$ cat src/rtl/udma_eth_pkg.sv
// Shared types and Ethernet sizing constants for the uDMA Ethernet TX path.
package udma_eth_pkg;

    localparam int ETH_MIN_PAYLOAD = 60;
    localparam int ETH_MAX_PAYLOAD = 1514;
    localparam int ETH_HDR_BYTES   = 2;

    typedef enum logic [2:0] {
        S_LEN_LO,
        S_LEN_HI,
        S_PAYLOAD,
        S_PAD,
        S_DROP
    } eth_tx_state_e;

endpackage

$ cat src/rtl/udma_eth_tx_framer.sv
// Turns the header-prefixed uDMA TX byte stream into AXIS frames for the MAC:
// strips the 2-byte little-endian length, pads to the Ethernet minimum, drops oversize frames.
module udma_eth_tx_framer
    import udma_eth_pkg::*;
#(
    parameter int         LEN_WIDTH = ETH_HDR_BYTES * 8,
    parameter int         MIN_LEN   = ETH_MIN_PAYLOAD,
    parameter int         MAX_LEN   = ETH_MAX_PAYLOAD,
    parameter logic [7:0] PAD_BYTE  = 8'h00
) (
    input  logic        clk_eth,
    input  logic        rst_eth,
    input  logic [7:0]  s_data_i,
    input  logic        s_valid_i,
    output logic        s_ready_o,
    output logic [7:0]  eth_tx_axis_tdata,
    output logic        eth_tx_axis_tvalid,
    input  logic        eth_tx_axis_tready,
    output logic        eth_tx_axis_tlast,
    output logic        eth_tx_axis_tuser,
    output logic        frame_done_o,
    output logic        frame_err_o,
    output logic [15:0] frame_cnt_o,
    output logic [15:0] err_cnt_o
);

    localparam logic [LEN_WIDTH-1:0] MIN_L = LEN_WIDTH'(MIN_LEN);
    localparam logic [LEN_WIDTH-1:0] MAX_L = LEN_WIDTH'(MAX_LEN);
    localparam logic [LEN_WIDTH-1:0] ONE   = LEN_WIDTH'(1);

    eth_tx_state_e        state_q, state_d;
    logic [7:0]           len_lo_q, len_lo_d;
    logic [LEN_WIDTH-1:0] rem_q, rem_d;
    logic [LEN_WIDTH-1:0] pad_q, pad_d;
    logic [LEN_WIDTH-1:0] hdr_len;

    logic [7:0]           tdata_q, tdata_d;
    logic                 tvalid_q, tvalid_d;
    logic                 tlast_q, tlast_d;
    logic [15:0]          frame_cnt_q, frame_cnt_d;
    logic [15:0]          err_cnt_q, err_cnt_d;

    logic                 out_free;
    logic                 load;
    logic [7:0]           ld_data;
    logic                 ld_last;
    logic                 s_ready;
    logic                 err_pulse;
    logic                 done_pulse;

    assign out_free   = !tvalid_q || eth_tx_axis_tready;
    assign hdr_len    = LEN_WIDTH'({s_data_i, len_lo_q});
    assign done_pulse = tvalid_q && eth_tx_axis_tready && tlast_q;

    always_comb begin
        state_d   = state_q;
        len_lo_d  = len_lo_q;
        rem_d     = rem_q;
        pad_d     = pad_q;
        s_ready   = 1'b0;
        load      = 1'b0;
        ld_data   = s_data_i;
        ld_last   = 1'b0;
        err_pulse = 1'b0;

        case (state_q)
            S_LEN_LO: begin
                s_ready = 1'b1;
                if (s_valid_i) begin
                    len_lo_d = s_data_i;
                    state_d  = S_LEN_HI;
                end
            end
            S_LEN_HI: begin
                s_ready = 1'b1;
                if (s_valid_i) begin
                    if (hdr_len == '0) begin
                        err_pulse = 1'b1;
                        state_d   = S_LEN_LO;
                    end else if (hdr_len > MAX_L) begin
                        // The oversize payload is still in the stream and must be swallowed.
                        err_pulse = 1'b1;
                        rem_d     = hdr_len;
                        state_d   = S_DROP;
                    end else begin
                        rem_d   = hdr_len;
                        pad_d   = (hdr_len < MIN_L) ? (MIN_L - hdr_len) : '0;
                        state_d = S_PAYLOAD;
                    end
                end
            end
            S_PAYLOAD: begin
                s_ready = out_free;
                if (s_valid_i && out_free) begin
                    load    = 1'b1;
                    ld_last = (rem_q == ONE) && (pad_q == '0);
                    rem_d   = rem_q - ONE;
                    if (rem_q == ONE) begin
                        state_d = (pad_q != '0) ? S_PAD : S_LEN_LO;
                    end
                end
            end
            S_PAD: begin
                if (out_free) begin
                    load    = 1'b1;
                    ld_data = PAD_BYTE;
                    ld_last = (pad_q == ONE);
                    pad_d   = pad_q - ONE;
                    if (pad_q == ONE) begin
                        state_d = S_LEN_LO;
                    end
                end
            end
            S_DROP: begin
                s_ready = 1'b1;
                if (s_valid_i) begin
                    rem_d = rem_q - ONE;
                    if (rem_q == ONE) begin
                        state_d = S_LEN_LO;
                    end
                end
            end
            default: state_d = S_LEN_LO;
        endcase
    end

    // Output slice holds its contents whenever the MAC stalls a valid beat.
    always_comb begin
        tdata_d     = tdata_q;
        tvalid_d    = tvalid_q;
        tlast_d     = tlast_q;
        frame_cnt_d = frame_cnt_q;
        err_cnt_d   = err_cnt_q;

        if (out_free) begin
            tvalid_d = load;
            tlast_d  = load && ld_last;
            if (load) begin
                tdata_d = ld_data;
            end
        end

        if (done_pulse) begin
            frame_cnt_d = frame_cnt_q + 16'd1;
        end
        if (err_pulse && (err_cnt_q != 16'hFFFF)) begin
            err_cnt_d = err_cnt_q + 16'd1;
        end
    end

    always_ff @(posedge clk_eth) begin
        if (rst_eth) begin
            state_q     <= S_LEN_LO;
            len_lo_q    <= '0;
            rem_q       <= '0;
            pad_q       <= '0;
            tdata_q     <= '0;
            tvalid_q    <= 1'b0;
            tlast_q     <= 1'b0;
            frame_cnt_q <= '0;
            err_cnt_q   <= '0;
        end else begin
            state_q     <= state_d;
            len_lo_q    <= len_lo_d;
            rem_q       <= rem_d;
            pad_q       <= pad_d;
            tdata_q     <= tdata_d;
            tvalid_q    <= tvalid_d;
            tlast_q     <= tlast_d;
            frame_cnt_q <= frame_cnt_d;
            err_cnt_q   <= err_cnt_d;
        end
    end

    assign s_ready_o          = s_ready;
    assign eth_tx_axis_tdata  = tdata_q;
    assign eth_tx_axis_tvalid = tvalid_q;
    assign eth_tx_axis_tlast  = tlast_q;
    assign eth_tx_axis_tuser  = 1'b0;
    assign frame_done_o       = done_pulse;
    assign frame_err_o        = err_pulse;
    assign frame_cnt_o        = frame_cnt_q;
    assign err_cnt_o          = err_cnt_q;

endmodule

$ cat config.mk
export PLATFORM = sky130hd
export DESIGN_NAME = udma_eth_tx_framer
export DESIGN_NICKNAME = d
export VERILOG_FILES = /design/src/rtl/udma_eth_pkg.sv /design/src/rtl/udma_eth_tx_framer.sv
export SDC_FILE = /design/constraint.sdc
export NUM_CORES = 1
export LEC_CHECK = 0
export CAP_MARGIN = 20
export CORE_MARGIN = 4
export CORE_UTILIZATION = 53
export CTS_BUF_LIST = sky130_fd_sc_hd__clkbuf_16
export CTS_CLUSTER_SIZE = 28
export DETAILED_ROUTE_END_ITERATION = 8
export GPL_ROUTABILITY_DRIVEN = 0
export PLACE_DENSITY = 0.77
export SETUP_SLACK_MARGIN = 0.5
export SYNTH_ARGS = -nofsm -noshare
export SYNTH_HDL_FRONTEND = slang
export SYNTH_SLANG_ARGS = --single-unit
$ cat constraint.sdc
create_clock -name clk_eth -period 2.8 [get_ports clk_eth]
set_input_delay 0.56 -clock clk_eth [delete_from_list [all_inputs] [get_ports clk_eth]]
set_output_delay 0.56 -clock clk_eth [all_outputs]
set_load 0.05 [all_outputs]
==> run metrics <==
outcome finished, final reports clean; Post-Synth XOR/XNOR Area 0.0436; DR vias/cell approximately 6.2; max-slew violations 0; CTS root buf clkbuf_16; hold path start eth_tx_axis_tdata[0]$_SDFFE_PP0P_; synth cell count leaders dfxtp_1 (85), nand2_1 (80), a21oi_1 (60); post-synthesis mux area share 0.0154; First-pass DRT Iterations 5; class of the most critical setup path reg -> out; Num CTS Buffers 9; max cap viols 0; initial core utilization 0.554; Post-DP HPWL 8940 um; RSZ-0062 raised after global routing yes; Power Dens Cells around 460 mW/mm2; post-route ant nets 0; Final #Nets 692; Avg WL per Cell between 15 and 20 um; gate count after technology mapping about 600; Yosys Warn Count 0; vias around 5000; initial drt markers between 300 and 400; first-pass GRT wire length around 21000 um; Worst slew margin 0.610; Register Area 0.00173 mm2; Die Ht approximately 100 um; cells on worst reg2reg path 8; worst vdd ir between 0.3 and 0.4 mV; period utilization 0.870; H-tree depth 3; Crit. Startpoint len_lo_q[1]$_SDFFE_PP0P_; Residual DRC 0; CTS tree yes; FP Rows 33; FILL cells 663; largest family of logic cells by synthesized area simple AND/OR/NAND/NOR gates; gr usage total 0.250; Layout Cells excl Fill around 780; most frequent cell after synthesis dfxtp_1; Max Fanout on Critical Path 5; largest net degree at the start of global routing 54; Critical Path RT between 2 and 2.5 ns; syn_nets approximately 620; Leakage Power between 2 and 2.5 nW; core footprint 0.00834 mm2; Synth top area share 0.368; flops & latches, synth between 80 and 90; area taken by multi-input logic gates between 0.002 and 0.003 mm2; worst-case clock skew roughly 0.0081 ns; Clock Path Buffers 2; worst setup margin 0.365 ns; CP max stage delay ~0.37 ns; Adder-Cell Fraction of Synth Area 0.0244; fmax approximately 410 MHz; syn avg cell area ~7.8 um2; Ports 58; Die X between 100 and 150 um; Top Usage Layer GRT met2; met3 Usage GRT 0.0461; R2R Path End pad_q[13]$_SDFFE_PP0P_; Netlist cell types 68; Setup crit end kind primary output; die area 0.0103 mm2; clock latency on the worst-skew pair between 0.3 and 0.4 ns; asr flop ratio synth 0; fin crit period roughly 2.4 ns; register area share after synthesis 0.368; Critical Path AT about 1.9 ns; clock sink count 85; Slowest-stage cell, CP dfxtp_4; Critical Path Sink frame_err_o; Worst-Margin Slew 0.583 ns; final hold vios 0; worst reg2reg startpoint pad_q[3]$_SDFFE_PP0P_; Hold Path Class reg -> reg; gr ovfl total 0; routing usage on met1 0.319; share of layout cells above drive strength 1 0.169; critical path cell sequence inv_1 > ha_2 > nor4b_4 > and3_4 > o21ai_4 > inv_2 > buf_12; Setup-failing EPs final 0; number of global-route vias before repair 4428; drt total wl around 13000 um; PortBufs 56; number of diodes 0; Layout area overhead 28.3%; critical path startpoint category flop; pre-CTS setup slack -0.0285 ns; top cells by area, synth dfxtp_1 (37%), a21oi_1 (6.5%), nand2_1 (6.5%); initial antenna violation count 0; met2 global-route usage 0.416; complex-gate fraction of the synthesized area 0.209; Synth Flop Type dfxtp_1; simple-gate area share of the yosys netlist 0.288; R2R Setup Slk between 0.5 and 0.6 ns; Post-synth EDFFs 0; clk slew on worst S/H paths roughly 0.060 ns; area leader, netlist dfxtp_1; DP Cell Count between 700 and 800; Mapped Area 0.00462 mm2
## cells in the final DEF (no fill, tap or decap), drive strengths merged, types with 5 or more instances in the layout
cell,n
dfxtp,85
nand2,82
a21oi,60
nor2,56
buf,47
clkdlybuf4s50,44
nand3,33
o21ai,30
inv,23
nor3,19
or3,18
nand4,15
xor2,15
o32ai,10
clkbuf,9
ha,9
xnor2,8
a31oi,7
nor4,7
mux2i,6
and3,6
nand2b,6
clkinv,6
nor2b,5
a211oi,5
## layer usage
layer / part of all wire / routed length [um] / vias up
li1: - / - / 2295
met1: 0.41 / 5410 / 2279
met2: 0.49 / 6580 / 240
met3: 0.070 / 927 / 42
met4: 0.029 / 385 / 0
met5: 0 / 0 / -
## critical path, delay by kind of cell, from the launching register on
kind	cells	cell delay, ns
flops	1	0.37
compound gates	1	0.07
fa+ha+maj	1	0.23
simple gates	2	0.57
buf+inv	3	0.29
## metrics by stage
step / util / power, mW / cell area, um2 / hold slack, ns / setup TNS (ns)
2_1_floorplan: - / 1.48 / 4630 / 0.439 / 0
3_3_place_gp: 0.652 / 1.57 / 5440 / 0.443 / 0
3_5_place_dp: 0.652 / 1.58 / 5440 / 0.446 / -0.0481
4_1_cts: 0.702 / 2.69 / 5860 / 0.457 / 0
5_1_grt: 0.711 / 2.79 / 5930 / 0.491 / 0
6_report: 0.711 / 2.70 / 5930 / 0.459 / 0
## flip-flops by register name, summed over array words and instances, names as in the netlist
signal / cells
pad_q: 16
rem_q: 16
err_cnt_o: 16
eth_tx_axis_tvalid: 1
frame_cnt_o: 16
len_lo_q: 8
eth_tx_axis_tlast: 1
state_q: 3
eth_tx_axis_tdata: 8
## how the worst min path moves through the flow
stage | to | cells after the start | slack (ns)
floorplan | rem_q[14]$_SDFFE_PP0P_ | 2 | 0.44
global route | eth_tx_axis_tdata[3]$_SDFFE_PP0P_ | 2 | 0.49
finish | eth_tx_axis_tdata[0]$_SDFFE_PP0P_ | 2 | 0.46
detailed placement | eth_tx_axis_tdata[3]$_SDFFE_PP0P_ | 2 | 0.45
CTS | eth_tx_axis_tdata[3]$_SDFFE_PP0P_ | 2 | 0.46
global placement | eth_tx_axis_tdata[5]$_SDFFE_PP0P_ | 2 | 0.44
## cell type report
cell class                      count  area share
Sequential cell                    85       0.291
Clock buffer                        9      0.0380
Timing Repair Buffer               95       0.151
Tap cell                          105      0.0222
Inverter                           23      0.0146
Clock inverter                      7     0.00886
Multi-Input combinational cell    457       0.474
## timing repair
| action | in CTS | in global routing |
|---|---|---|
| pin swaps | 6 | 7 |
| hold buffers | 0 | 0 |
| setup buffers | 7 | 2 |
| gates cloned | 0 | 1 |
| endpoints found under the setup margin | 36 | 37 |
| gates resized for setup | 54 | 17 |
## power breakdown
part | leakage [nW] | switching (mW) | total [mW] | internal (mW)
combinational | 1.33 | 0.197 | 0.320 | 0.124
sequential | 0.693 | 0.0338 | 1.27 | 1.23
clock | 0.135 | 0.514 | 1.12 | 0.604
## logic make-up (layout without fill, tap and decap cells)
logic type      Yosys count  count (layout)
compound gates          148             148
xor+xnor                 23              23
fa+ha+maj                 9               9
buf+inv                  55             134
flops                    85              85
mux                       7               7
other cells               1               1
simple gates            268             269
(Power assumes the default switching activity.)
